$ cat config.mk
export PLATFORM = sky130hd
export DESIGN_NAME = legv8_control_unit
export DESIGN_NICKNAME = d
export VERILOG_FILES = /design/src/rtl/legv8_ctrl_pkg.sv /design/src/rtl/legv8_control_unit_cond_eval.sv /design/src/rtl/legv8_control_unit.sv
export SDC_FILE = /design/constraint.sdc
export NUM_CORES = 1
export LEC_CHECK = 0
export BUFFER_PORTS_ARGS = -buffer_cell sky130_fd_sc_hd__buf_2
export CAP_MARGIN = 40
export CORE_AREA = 3 3 90 92
export DETAILED_ROUTE_END_ITERATION = 8
export DIE_AREA = 0 0 93 95
export GPL_TIMING_DRIVEN = 0
export PLACE_DENSITY = 0.81
export SETUP_SLACK_MARGIN = 0.3
export SYNTH_ARGS = -nofsm -noshare
export SYNTH_HDL_FRONTEND = slang
export SYNTH_SLANG_ARGS = --single-unit
$ cat constraint.sdc
create_clock -name clock -period 4.4 [get_ports clock]
set_input_delay 0.66 -clock clock [delete_from_list [all_inputs] [get_ports clock]]
set_output_delay 0.66 -clock clock [all_outputs]
set_load 0.01 [all_outputs]
$ cat src/rtl/legv8_ctrl_pkg.sv
`default_nettype none
// ============================================================================
// Module      : legv8_ctrl_pkg
// Description : Shared types, encodings and helpers for the LEGv8 control unit.
// Revision    : 1.0 - initial release
// ============================================================================
package legv8_ctrl_pkg;

    typedef enum logic [2:0] {
        ST_FETCH = 3'd0,
        ST_EX0   = 3'd1,
        ST_EX1   = 3'd2,
        ST_HALT  = 3'd7
    } state_t;

    typedef enum logic [3:0] {
        OP_ADD, OP_SUB, OP_AND, OP_ORR, OP_EOR, OP_ADDI, OP_SUBI, OP_MOVZ,
        OP_LDUR, OP_STUR, OP_B, OP_BCOND, OP_CBZ, OP_CBNZ, OP_BL, OP_UNDEF
    } op_t;

    // Opcodes, each sized to the number of IR MSBs that identify it
    localparam logic [10:0] C_OPC_ADD   = 11'b10001011000;
    localparam logic [10:0] C_OPC_SUB   = 11'b11001011000;
    localparam logic [10:0] C_OPC_AND   = 11'b10001010000;
    localparam logic [10:0] C_OPC_ORR   = 11'b10101010000;
    localparam logic [10:0] C_OPC_EOR   = 11'b11001010000;
    localparam logic [9:0]  C_OPC_ADDI  = 10'b1001000100;
    localparam logic [9:0]  C_OPC_SUBI  = 10'b1101000100;
    localparam logic [8:0]  C_OPC_MOVZ  = 9'b110100101;
    localparam logic [10:0] C_OPC_LDUR  = 11'b11111000010;
    localparam logic [10:0] C_OPC_STUR  = 11'b11111000000;
    localparam logic [5:0]  C_OPC_B     = 6'b000101;
    localparam logic [7:0]  C_OPC_BCOND = 8'b01010100;
    localparam logic [7:0]  C_OPC_CBZ   = 8'b10110100;
    localparam logic [7:0]  C_OPC_CBNZ  = 8'b10110101;
    localparam logic [5:0]  C_OPC_BL    = 6'b100101;

    localparam logic [4:0] C_FS_AND    = 5'b00000;
    localparam logic [4:0] C_FS_ORR    = 5'b00100;
    localparam logic [4:0] C_FS_ADD    = 5'b01000;
    localparam logic [4:0] C_FS_SUB    = 5'b01001;
    localparam logic [4:0] C_FS_EOR    = 5'b01100;
    localparam logic [4:0] C_FS_PASS_A = 5'b10000;
    localparam logic [4:0] C_FS_PASS_B = 5'b10100;

    localparam logic [1:0] C_DS_ALU  = 2'b00;
    localparam logic [1:0] C_DS_REGB = 2'b01;
    localparam logic [1:0] C_DS_PC   = 2'b10;
    localparam logic [1:0] C_DS_MEM  = 2'b11;

    localparam logic [1:0] C_PS_HOLD   = 2'b00;
    localparam logic [1:0] C_PS_INC    = 2'b01;
    localparam logic [1:0] C_PS_BRANCH = 2'b10;

    localparam logic [1:0] C_SIZE_DWORD = 2'b11;
    localparam logic [4:0] C_REG_ZR     = 5'd31;
    localparam logic [4:0] C_REG_LR     = 5'd30;

    localparam logic [3:0] C_COND_EQ = 4'b0000;
    localparam logic [3:0] C_COND_NE = 4'b0001;
    localparam logic [3:0] C_COND_HS = 4'b0010;
    localparam logic [3:0] C_COND_LO = 4'b0011;
    localparam logic [3:0] C_COND_MI = 4'b0100;
    localparam logic [3:0] C_COND_PL = 4'b0101;
    localparam logic [3:0] C_COND_VS = 4'b0110;
    localparam logic [3:0] C_COND_VC = 4'b0111;
    localparam logic [3:0] C_COND_HI = 4'b1000;
    localparam logic [3:0] C_COND_LS = 4'b1001;
    localparam logic [3:0] C_COND_GE = 4'b1010;
    localparam logic [3:0] C_COND_LT = 4'b1011;
    localparam logic [3:0] C_COND_GT = 4'b1100;
    localparam logic [3:0] C_COND_LE = 4'b1101;

    // ControlWord bit offsets (LSB of each field)
    localparam int C_CW_WIDTH = 34;
    localparam int C_CW_SB    = 0;
    localparam int C_CW_SA    = 5;
    localparam int C_CW_DA    = 10;
    localparam int C_CW_RW    = 15;
    localparam int C_CW_MW    = 16;
    localparam int C_CW_SIZE  = 17;
    localparam int C_CW_C0    = 19;
    localparam int C_CW_FS    = 20;
    localparam int C_CW_SL    = 25;
    localparam int C_CW_IL    = 26;
    localparam int C_CW_BSEL  = 27;
    localparam int C_CW_PCSEL = 28;
    localparam int C_CW_PS    = 29;
    localparam int C_CW_DS    = 31;
    localparam int C_CW_AS    = 33;

    typedef struct packed {
        logic       as;
        logic [1:0] ds;
        logic [1:0] ps;
        logic       pcsel;
        logic       bsel;
        logic       il;
        logic       sl;
        logic [4:0] fs;
        logic       c0;
        logic [1:0] size;
        logic       mw;
        logic       rw;
        logic [4:0] da;
        logic [4:0] sa;
        logic [4:0] sb;
    } ctrl_word_t;

    function automatic ctrl_word_t cw_default();
        ctrl_word_t cw;
        cw      = '0;
        cw.as   = 1'b1;
        cw.ds   = C_DS_ALU;
        cw.ps   = C_PS_HOLD;
        cw.size = C_SIZE_DWORD;
        cw.da   = C_REG_ZR;
        cw.sa   = C_REG_ZR;
        cw.sb   = C_REG_ZR;
        return cw;
    endfunction

    function automatic op_t decode_op(input logic [10:0] opc);
        op_t op;
        op = OP_UNDEF;
        if      (opc == C_OPC_ADD)          op = OP_ADD;
        else if (opc == C_OPC_SUB)          op = OP_SUB;
        else if (opc == C_OPC_AND)          op = OP_AND;
        else if (opc == C_OPC_ORR)          op = OP_ORR;
        else if (opc == C_OPC_EOR)          op = OP_EOR;
        else if (opc == C_OPC_LDUR)         op = OP_LDUR;
        else if (opc == C_OPC_STUR)         op = OP_STUR;
        else if (opc[10:1] == C_OPC_ADDI)   op = OP_ADDI;
        else if (opc[10:1] == C_OPC_SUBI)   op = OP_SUBI;
        else if (opc[10:2] == C_OPC_MOVZ)   op = OP_MOVZ;
        else if (opc[10:3] == C_OPC_BCOND)  op = OP_BCOND;
        else if (opc[10:3] == C_OPC_CBZ)    op = OP_CBZ;
        else if (opc[10:3] == C_OPC_CBNZ)   op = OP_CBNZ;
        else if (opc[10:5] == C_OPC_B)      op = OP_B;
        else if (opc[10:5] == C_OPC_BL)     op = OP_BL;
        return op;
    endfunction

    function automatic logic [4:0] alu_fs(input op_t op);
        logic [4:0] fs;
        case (op)
            OP_SUB, OP_SUBI: fs = C_FS_SUB;
            OP_AND:          fs = C_FS_AND;
            OP_ORR:          fs = C_FS_ORR;
            OP_EOR:          fs = C_FS_EOR;
            default:         fs = C_FS_ADD;
        endcase
        return fs;
    endfunction

endpackage
`default_nettype wire

$ cat src/rtl/legv8_control_unit_cond_eval.sv
`default_nettype none
// ============================================================================
// Module      : legv8_cond_eval
// Description : Evaluates a B.cond condition code against {V,C,N,Z}.
// Revision    : 1.0 - initial release
// ============================================================================
module legv8_cond_eval
    import legv8_ctrl_pkg::*;
(
    input  logic [3:0] i_cond,
    input  logic [3:0] i_flags,
    output logic       o_take
);

    logic w_v, w_c, w_n, w_z;
    assign {w_v, w_c, w_n, w_z} = i_flags;

    // Codes 1110 and 1111 both fall through to always-taken
    always_comb begin
        o_take = 1'b1;
        case (i_cond)
            C_COND_EQ: o_take = w_z;
            C_COND_NE: o_take = ~w_z;
            C_COND_HS: o_take = w_c;
            C_COND_LO: o_take = ~w_c;
            C_COND_MI: o_take = w_n;
            C_COND_PL: o_take = ~w_n;
            C_COND_VS: o_take = w_v;
            C_COND_VC: o_take = ~w_v;
            C_COND_HI: o_take = w_c & ~w_z;
            C_COND_LS: o_take = ~(w_c & ~w_z);
            C_COND_GE: o_take = (w_n == w_v);
            C_COND_LT: o_take = (w_n != w_v);
            C_COND_GT: o_take = ~w_z & (w_n == w_v);
            C_COND_LE: o_take = ~(~w_z & (w_n == w_v));
            default:   o_take = 1'b1;
        endcase
    end

endmodule
`default_nettype wire

$ cat src/rtl/legv8_control_unit.sv
`default_nettype none
// ============================================================================
// Module      : legv8_control_unit
// Description : Multi-cycle FETCH/EXECUTE sequencer driving the LEGv8 datapath.
// Revision    : 1.0 - initial release
// ============================================================================
module legv8_control_unit
    import legv8_ctrl_pkg::*;
#(
    parameter int PC_STEP_ADJ = 1
) (
    input  logic        clock,
    input  logic        reset,
    input  logic [31:0] IR_out,
    input  logic [4:0]  status,
    output logic [33:0] ControlWord,
    output logic [63:0] constant,
    output logic [2:0]  state,
    output logic        halted
);

    localparam logic [63:0] C_ADJ = 64'(PC_STEP_ADJ);

    state_t     r_state;
    state_t     w_next_state;
    logic       r_zflag;
    logic       w_latch_z;
    op_t        w_op;
    ctrl_word_t w_cw;
    logic [63:0] w_const;
    logic        w_cond_take;

    logic [4:0]  w_rd, w_rn, w_rm;
    logic [63:0] w_imm12, w_imm9, w_movz, w_br26, w_br19;

    assign w_op = decode_op(IR_out[31:21]);
    assign w_rd = IR_out[4:0];
    assign w_rn = IR_out[9:5];
    assign w_rm = IR_out[20:16];

    assign w_imm12 = {52'd0, IR_out[21:10]};
    assign w_imm9  = {{55{IR_out[20]}}, IR_out[20:12]};
    assign w_movz  = {48'd0, IR_out[20:5]} << {IR_out[22:21], 4'b0000};
    // PC has already advanced at FETCH, so branch offsets are pulled back
    assign w_br26  = {{38{IR_out[25]}}, IR_out[25:0]} - C_ADJ;
    assign w_br19  = {{45{IR_out[23]}}, IR_out[23:5]} - C_ADJ;

    legv8_cond_eval u_cond_eval (
        .i_cond  (IR_out[3:0]),
        .i_flags (status[4:1]),
        .o_take  (w_cond_take)
    );

    always_comb begin
        w_cw         = cw_default();
        w_const      = '0;
        w_next_state = r_state;
        w_latch_z    = 1'b0;
        case (r_state)
            ST_FETCH: begin
                w_cw.ds      = C_DS_MEM;
                w_cw.il      = 1'b1;
                w_cw.ps      = C_PS_INC;
                w_next_state = ST_EX0;
            end
            ST_EX0: begin
                w_next_state = ST_FETCH;
                case (w_op)
                    OP_ADD, OP_SUB, OP_AND, OP_ORR, OP_EOR, OP_ADDI, OP_SUBI: begin
                        w_cw.sa   = w_rn;
                        w_cw.sb   = w_rm;
                        w_cw.da   = w_rd;
                        w_cw.rw   = 1'b1;
                        w_cw.fs   = alu_fs(w_op);
                        w_cw.c0   = (w_op == OP_SUB) || (w_op == OP_SUBI);
                        w_cw.sl   = (w_op == OP_SUB) || (w_op == OP_SUBI);
                        w_cw.bsel = (w_op == OP_ADDI) || (w_op == OP_SUBI);
                        if (w_cw.bsel) begin
                            w_const = w_imm12;
                        end
                    end
                    OP_MOVZ: begin
                        w_const   = w_movz;
                        w_cw.fs   = C_FS_PASS_B;
                        w_cw.bsel = 1'b1;
                        w_cw.rw   = 1'b1;
                        w_cw.da   = w_rd;
                    end
                    OP_LDUR, OP_STUR: begin
                        w_const   = w_imm9;
                        w_cw.sa   = w_rn;
                        w_cw.fs   = C_FS_ADD;
                        w_cw.bsel = 1'b1;
                        w_cw.as   = 1'b0;
                        if (w_op == OP_LDUR) begin
                            w_cw.ds = C_DS_MEM;
                            w_cw.rw = 1'b1;
                            w_cw.da = w_rd;
                        end else begin
                            w_cw.ds = C_DS_REGB;
                            w_cw.mw = 1'b1;
                            w_cw.sb = w_rd;
                        end
                    end
                    OP_B: begin
                        w_cw.ps    = C_PS_BRANCH;
                        w_cw.pcsel = 1'b1;
                        w_const    = w_br26;
                    end
                    OP_BCOND: begin
                        if (w_cond_take) begin
                            w_cw.ps    = C_PS_BRANCH;
                            w_cw.pcsel = 1'b1;
                            w_const    = w_br19;
                        end
                    end
                    OP_CBZ, OP_CBNZ: begin
                        w_cw.sa      = w_rd;
                        w_cw.fs      = C_FS_PASS_A;
                        w_latch_z    = 1'b1;
                        w_next_state = ST_EX1;
                    end
                    OP_BL: begin
                        w_cw.ds      = C_DS_PC;
                        w_cw.rw      = 1'b1;
                        w_cw.da      = C_REG_LR;
                        w_next_state = ST_EX1;
                    end
                    default: w_next_state = ST_HALT;
                endcase
            end
            ST_EX1: begin
                w_next_state = ST_FETCH;
                if (w_op == OP_BL) begin
                    w_cw.ps    = C_PS_BRANCH;
                    w_cw.pcsel = 1'b1;
                    w_const    = w_br26;
                end else if ((w_op == OP_CBZ && r_zflag) || (w_op == OP_CBNZ && !r_zflag)) begin
                    w_cw.ps    = C_PS_BRANCH;
                    w_cw.pcsel = 1'b1;
                    w_const    = w_br19;
                end
            end
            ST_HALT: w_next_state = ST_HALT;
            default: w_next_state = ST_FETCH;
        endcase
    end

    always_ff @(posedge clock) begin
        if (reset) begin
            r_state <= ST_FETCH;
            r_zflag <= 1'b0;
        end else begin
            r_state <= w_next_state;
            if (w_latch_z) begin
                r_zflag <= status[0];
            end
        end
    end

    // Outputs are forced quiet while reset is held so no write strobe escapes
    always_comb begin
        ControlWord = '0;
        constant    = '0;
        if (!reset) begin
            ControlWord[C_CW_AS]          = w_cw.as;
            ControlWord[C_CW_DS +: 2]     = w_cw.ds;
            ControlWord[C_CW_PS +: 2]     = w_cw.ps;
            ControlWord[C_CW_PCSEL]       = w_cw.pcsel;
            ControlWord[C_CW_BSEL]        = w_cw.bsel;
            ControlWord[C_CW_IL]          = w_cw.il;
            ControlWord[C_CW_SL]          = w_cw.sl;
            ControlWord[C_CW_FS +: 5]     = w_cw.fs;
            ControlWord[C_CW_C0]          = w_cw.c0;
            ControlWord[C_CW_SIZE +: 2]   = w_cw.size;
            ControlWord[C_CW_MW]          = w_cw.mw;
            ControlWord[C_CW_RW]          = w_cw.rw;
            ControlWord[C_CW_DA +: 5]     = w_cw.da;
            ControlWord[C_CW_SA +: 5]     = w_cw.sa;
            ControlWord[C_CW_SB +: 5]     = w_cw.sb;
            constant                      = w_const;
        end
    end

    assign state  = r_state;
    assign halted = !reset && (r_state == ST_HALT);

    logic [C_CW_WIDTH-1:0] w_unused_width_ref;
    assign w_unused_width_ref = ControlWord;

endmodule
`default_nettype wire

== Word-level counts from Yosys, hierarchy flattened ==
Cells that the tools add are included.
W data, S select, Z words.

* Add/sub/neg operators: 2
* Equal/unequal tests: 47
* Shifts and indexed selects: 1
* Mux-type cells: 54
* Bitwise logic cells: 8
* Reduce and logical (&&, ||, !) cells: 20

{| class="wikitable"
|+ Operators by type and width
! cell !! number
|-
| $pmux W64 S5 || 1
|-
| $mux W64 || 4
|-
| $pmux W64 S2 || 1
|-
| $eq A11 B11 Y1 const B || 7
|-
| $shl A16 B6 Y64 || 1
|-
| $eq A4 B4 Y1 const B || 13
|-
| $mux W4 || 10
|-
| $mux W34 || 1
|-
| $eq A4 B3 Y1 const B || 8
|-
| $sub A26 B2 Y27 const B || 1
|-
| $mux W3 || 7
|-
| $eq A10 B10 Y1 const B || 2
|-
| $pmux W5 S2 || 2
|-
| $pmux W5 S4 || 1
|-
| $sub A19 B2 Y20 const B || 1
|-
| $pmux W6 S3 || 1
|-
| $mux W17 || 1
|-
| $eq A4 B2 Y1 const B || 4
|-
| $eq A8 B8 Y1 const B || 2
|-
| $pmux W4 S4 || 1
|-
| $pmux W1 S14 || 1
|-
| $mux W12 || 1
|-
| $pmux W3 S2 || 2
|-
| $reduce_or A12 Y1 || 1
|-
| other kinds (31) || 58
|}

* Bits in registers: 4
* Input port bits: 39
* Output and inout bits: 102
* Logic and storage cells: 134

== Longest topological paths before layout ==
* Depth after elaboration: 23
* Depth in mapped cells: 12
* Mapped depth without buffers: 9

== Hierarchy ==
From an unflattened synthesis, not the netlist that was laid out.

* Cells, all modules: 622
* Area, all modules: 3763.6 um^2

{| class="wikitable"
|+ By module, submodules not included
! module !! instances !! cells an instance !! area an instance (um^2)
|-
| legv8_control_unit || 1 || 598 || 3585.9
|-
| legv8_cond_eval || 1 || 24 || 177.7
|}

== Worst setup path before layout ==
No wires, ideal clock.

* Path type: in2out
* From: input IR_out[0]
* To: output constant[43]
* Data arrival time: 3458 ps
* Slack: 282 ps
* Cell stages on the path: 12
* Cell sequence: inv_1 > ha_1 > clkbuf_1 > or4b_2 > or4_1 > nor2_1 > a21oi_1 > nor2_1 > buf_4 > buf_1 > a211oi_1 > o21ai_0

* Longest elaborated chain between the ends: 6
* Elaborated cells between the ends (all ways): 21
* Classes of those cells: add/sub (1); eq/ne (13); mux (6); reduce/logical (1)

{| class="wikitable"
|+ Ends and longest elaborated chain
! element !! line !! text
|-
| start: declaration || legv8_control_unit.sv:14 || <nowiki>input logic [31:0] IR_out,</nowiki>
|-
| parallel branches: the longest is 4 deep, another holds $sub A26 B2 Y27 || n/a ||
|-
| $pmux W64 S2 (*) || legv8_control_unit.sv:59 || <nowiki>case (r_state)</nowiki>
|-
| $mux W64 (*) || legv8_control_unit.sv:165 || <nowiki>if (!reset) begin</nowiki>
|-
| end: declaration || legv8_control_unit.sv:17 || <nowiki>output logic [63:0] constant,</nowiki>
|}

Every way passes the cells marked *.

== Worst setup path in the final report ==
* From: input IR_out[24]
* To: output constant[4]

* Longest elaborated chain between the ends: 21
* Elaborated cells between the ends (all ways): 53
* Classes of those cells: eq/ne (27); mux (19); reduce/logical (7)

{| class="wikitable"
|+ Ends and longest elaborated chain
! element !! line !! text
|-
| $eq A8 B8 Y1 || legv8_ctrl_pkg.sv:138 || <nowiki>else if (opc[10:3] == C_OPC_CBNZ) op = OP_CBNZ;</nowiki>
|-
| $mux W3 || legv8_ctrl_pkg.sv:138 ||
|-
| $mux W3 || legv8_ctrl_pkg.sv:137 || <nowiki>else if (opc[10:3] == C_OPC_CBZ) op = OP_CBZ;</nowiki>
|-
| $mux W3 || legv8_ctrl_pkg.sv:136 || <nowiki>else if (opc[10:3] == C_OPC_BCOND) op = OP_BCOND;</nowiki>
|-
| $mux W4 || legv8_ctrl_pkg.sv:135 || <nowiki>else if (opc[10:2] == C_OPC_MOVZ) op = OP_MOVZ;</nowiki>
|-
| $mux W4 || legv8_ctrl_pkg.sv:134 || <nowiki>else if (opc[10:1] == C_OPC_SUBI) op = OP_SUBI;</nowiki>
|-
| $mux W4 || legv8_ctrl_pkg.sv:133 || <nowiki>else if (opc[10:1] == C_OPC_ADDI) op = OP_ADDI;</nowiki>
|-
| $mux W4 || legv8_ctrl_pkg.sv:132 || <nowiki>else if (opc == C_OPC_STUR) op = OP_STUR;</nowiki>
|-
| $mux W4 || legv8_ctrl_pkg.sv:131 || <nowiki>else if (opc == C_OPC_LDUR) op = OP_LDUR;</nowiki>
|-
| $mux W4 || legv8_ctrl_pkg.sv:130 || <nowiki>else if (opc == C_OPC_EOR) op = OP_EOR;</nowiki>
|-
| $mux W4 || legv8_ctrl_pkg.sv:129 || <nowiki>else if (opc == C_OPC_ORR) op = OP_ORR;</nowiki>
|-
| $mux W4 || legv8_ctrl_pkg.sv:128 || <nowiki>else if (opc == C_OPC_AND) op = OP_AND;</nowiki>
|-
| $mux W4 || legv8_ctrl_pkg.sv:127 || <nowiki>else if (opc == C_OPC_SUB) op = OP_SUB;</nowiki>
|-
| $mux W4 (*) || legv8_ctrl_pkg.sv:126 || <nowiki>if (opc == C_OPC_ADD) op = OP_ADD;</nowiki>
|-
| parallel branches: the longest is 5 deep, another holds $pmux W64 S5 || n/a ||
|-
| $pmux W64 S2 (*) || legv8_control_unit.sv:59 ||
|-
| $mux W64 (*) || legv8_control_unit.sv:165 ||
|}

Marks and branches as above.

==> run metrics <==
antenna cells=0; Initial Utilization=between 50% and 60%; first-pass GRT wire length=approximately 26 mm; Yosys Warn Count=0; Clock Power Share=about 16%; Final period util=94.3%; unrepaired setup endpoints after global routing=yes; DP HPWL=about 12 mm; register area share after synthesis=2.13%; r2r startpoint=state[0]$_SDFF_PP0_; DR pass1 iterations=6; DR iter-0 viols=963; max-slew violations=0; CTS clock-pin slew for the worst setup and hold paths=roughly 0.030 ns; Post-synth EDFFs=0; total track usage=36.0%; worst r2r dst=r_zflag$_SDFFE_PP0P_; share of flip-flops with an asynchronous set or reset=0%; Critical Path Slowest Stage Cell=or4_4; final setup vio count=0; crit path DAT=3.49 ns; LEAKAGE=roughly 0.0021 uW; Die X=93 microns; die height=95 microns; hold_sp=r_zflag$_SDFFE_PP0P_; worst path cell trace=buf_2, clkbuf_2, o21ai_0, nor3b_2, nor2_1, or4_4, or2_2, clkbuf_4, nor2_4, a221o_1, buf_2; Buffers on Ports=about 130; gpl congestion=0.969; Placed Area=approximately 4500 sq um; status=finished, final reports clean; # Max-Cap Violations=0; # rows=31; DR vias/cell=6.95; Synth Area per Inst=6.24 sq um; Tightest Pin Transition=between 0.9 and 1 ns; Slew HR=between 30% and 40%; switching fraction of total power=51.0%; syn_nets=around 650; CTS buffer count=3; Worst Hold Path EP=r_zflag$_SDFFE_PP0P_; Die ar.=8840 sq um; total number of H-tree levels=1; GRT overflow=0; Clock Tree Buf Depth=2; min-delay worst type=reg -> reg; # fillers=620; P_int=243 uW; layout cell share with drive strength beyond 1=37.4%; post-DR wirelength/cell=20.9 microns; sum of negative setup slack=0 ns; Finished Cell Area=5250 sq um; Comb power frac=71.7%; Main synth FF type=dfxtp_1; IO Count=141; Max Clock Skew=about 0.00045 ns; most frequent cell after synthesis=o21ai_0; core area=7290 sq um; area leader, netlist=o21ai_0; P&R area growth vs syn=39.6%; largest net degree at the start of global routing=11; crit path max fanout=10; Sink Count=4; hold-fix buffers at CTS=0; Tmin final=4.15 ns; worst vdd ir=265 uV; Yosys reg bits=4; crit path from=IR_out[24]; Worst Setup End Kind=output port; post-synth top area share=a little under a tenth; worst skew pair latency=0.21 ns; top post-synthesis cells by area=o21ai_0 (9.6%), a211oi_1 (7.8%), xnor2_1 (7.4%); Setup crit start kind=primary input; WHS=0.624 ns; most used cell, CP=buf_2; ANT nets after route=0; initial antenna violation count=0; Root Buffer=clkbuf_8; TritonCTS clock tree=yes; Netlist cell types=71; top cells by count, synth=o21ai_0 (72), clkbuf_1 (58), nand2_1 (58); Max stage delay on crit path=0.59 ns; Syn Inst Count=603; reg-to-reg slack, setup=about 2.7 ns; endpoints failing hold=0; Hold Path Depth=2; routed vias=6,004; Register-to-Register Path Depth=4; number of global-route vias before repair=5,230; fin nets=811; worst endpoint required time=3.74 ns; final WL=18.0 mm; P_sw=252 uW; DRC Markers=0; Seq pwr share=12.8%; Fmax=241 MHz; final core occ=72.0%; power density over the cells=94.2 nW/um^2; synthesized cell area=3760 sq um; Setup Crit Path Kind=in -> out
[how the worst max path moves through the flow]
stage	slack [ns]	endpoint
2_1_floorplan	0.36	constant[43]
3_3_place_gp	-0.47	constant[4]
3_5_place_dp	-0.43	constant[51]
4_1_cts	0.26	constant[35]
5_1_grt	0.13	constant[63]
6_report	0.25	constant[4]
[cells by family (layout without fill, tap and decap cells)]
| logic type | count (synthesis) | after routing | synth area share (%) |
|---|---|---|---|
| compound gates | 246 | 246 | 43.9 |
| simple gates | 202 | 203 | 27.7 |
| buf+inv | 90 | 251 | 10.7 |
| xor+xnor | 43 | 43 | 10.0 |
| mux | 12 | 12 | 3.79 |
| fa+ha+maj | 5 | 5 | 1.66 |
| flops | 4 | 4 | 2.13 |
| other cells | 1 | 1 | 0.0996 |
[routing by layer]
| layer | wire length, microns | up-vias | GRT usage (%) |
|---|---|---|---|
| li1 | - | 2609 | - |
| met1 | 6750 | 2751 | 46.2 |
| met2 | 8070 | 545 | 58.6 |
| met3 | 2350 | 99 | 5.66 |
| met4 | 860 | 0 | 17.5 |
| met5 | 0 | - | 0 |
[power groups by stage]
stage / Combinational, uW / Clock (uW) / Sequential [uW]
after detailed placement: 309 / 0 / 63.4
after global placement: 300 / 0 / 62.1
final: 355 / 76.6 / 63.4
after floorplan: 195 / 0 / 64.7
after CTS: 319 / 78.8 / 63.0
after global routing: 376 / 80.5 / 65.1
[metrics by stage]
stage	std cells	setup WS [ns]	total power [uW]
final	864	0.249	495
after global routing	864	0.135	522
after CTS	839	0.263	461
after detailed placement	832	-0.431	372
after global placement	830	-0.466	362
after floorplan	603	0.356	260
[state kept, by name, summed over array words and instances (netlist names)]
register	cells
state	3
r_zflag	1
[cells in the final DEF (no fill, tap or decap), drive strengths merged, types with 12 or more instances in the layout]
| master | synthesis | layout |
|---|---|---|
| buf | 20 | 182 |
| inv | 12 | 12 |
| nand2 | 58 | 58 |
| nor3 | 17 | 17 |
| a211oi | 40 | 40 |
| clkbuf | 58 | 56 |
| o21ai | 82 | 82 |
| a221oi | 18 | 18 |
| xnor2 | 32 | 32 |
| o22ai | 15 | 15 |
| nor2 | 48 | 49 |
| a21oi | 37 | 37 |
[layout make-up]
cell class,count,area (sq um),area share (%)
Timing Repair Buffer,158,907,17.3
Buffer,78,464,8.84
Clock buffer,3,41.3,0.786
Tap cell,99,124,2.36
Inverter,12,47.5,0.905
Sequential cell,4,80.1,1.52
Multi-Input combinational cell,510,3590,68.3
[critical path: cells and delay by family]
kind,cells,cell delay [ns]
simple gates,5,1.64
buf+inv,4,0.65
compound gates,2,0.52
[what timing repair did]
action	CTS	global route
cloned	0	5
hold endpoints to repair	0	0
gates resized for setup	43	126
setup buffers	4	20
endpoints found under the setup margin	79	75
pin swaps	6	11
No activity file was read; power rests on OpenSTA's default activity.
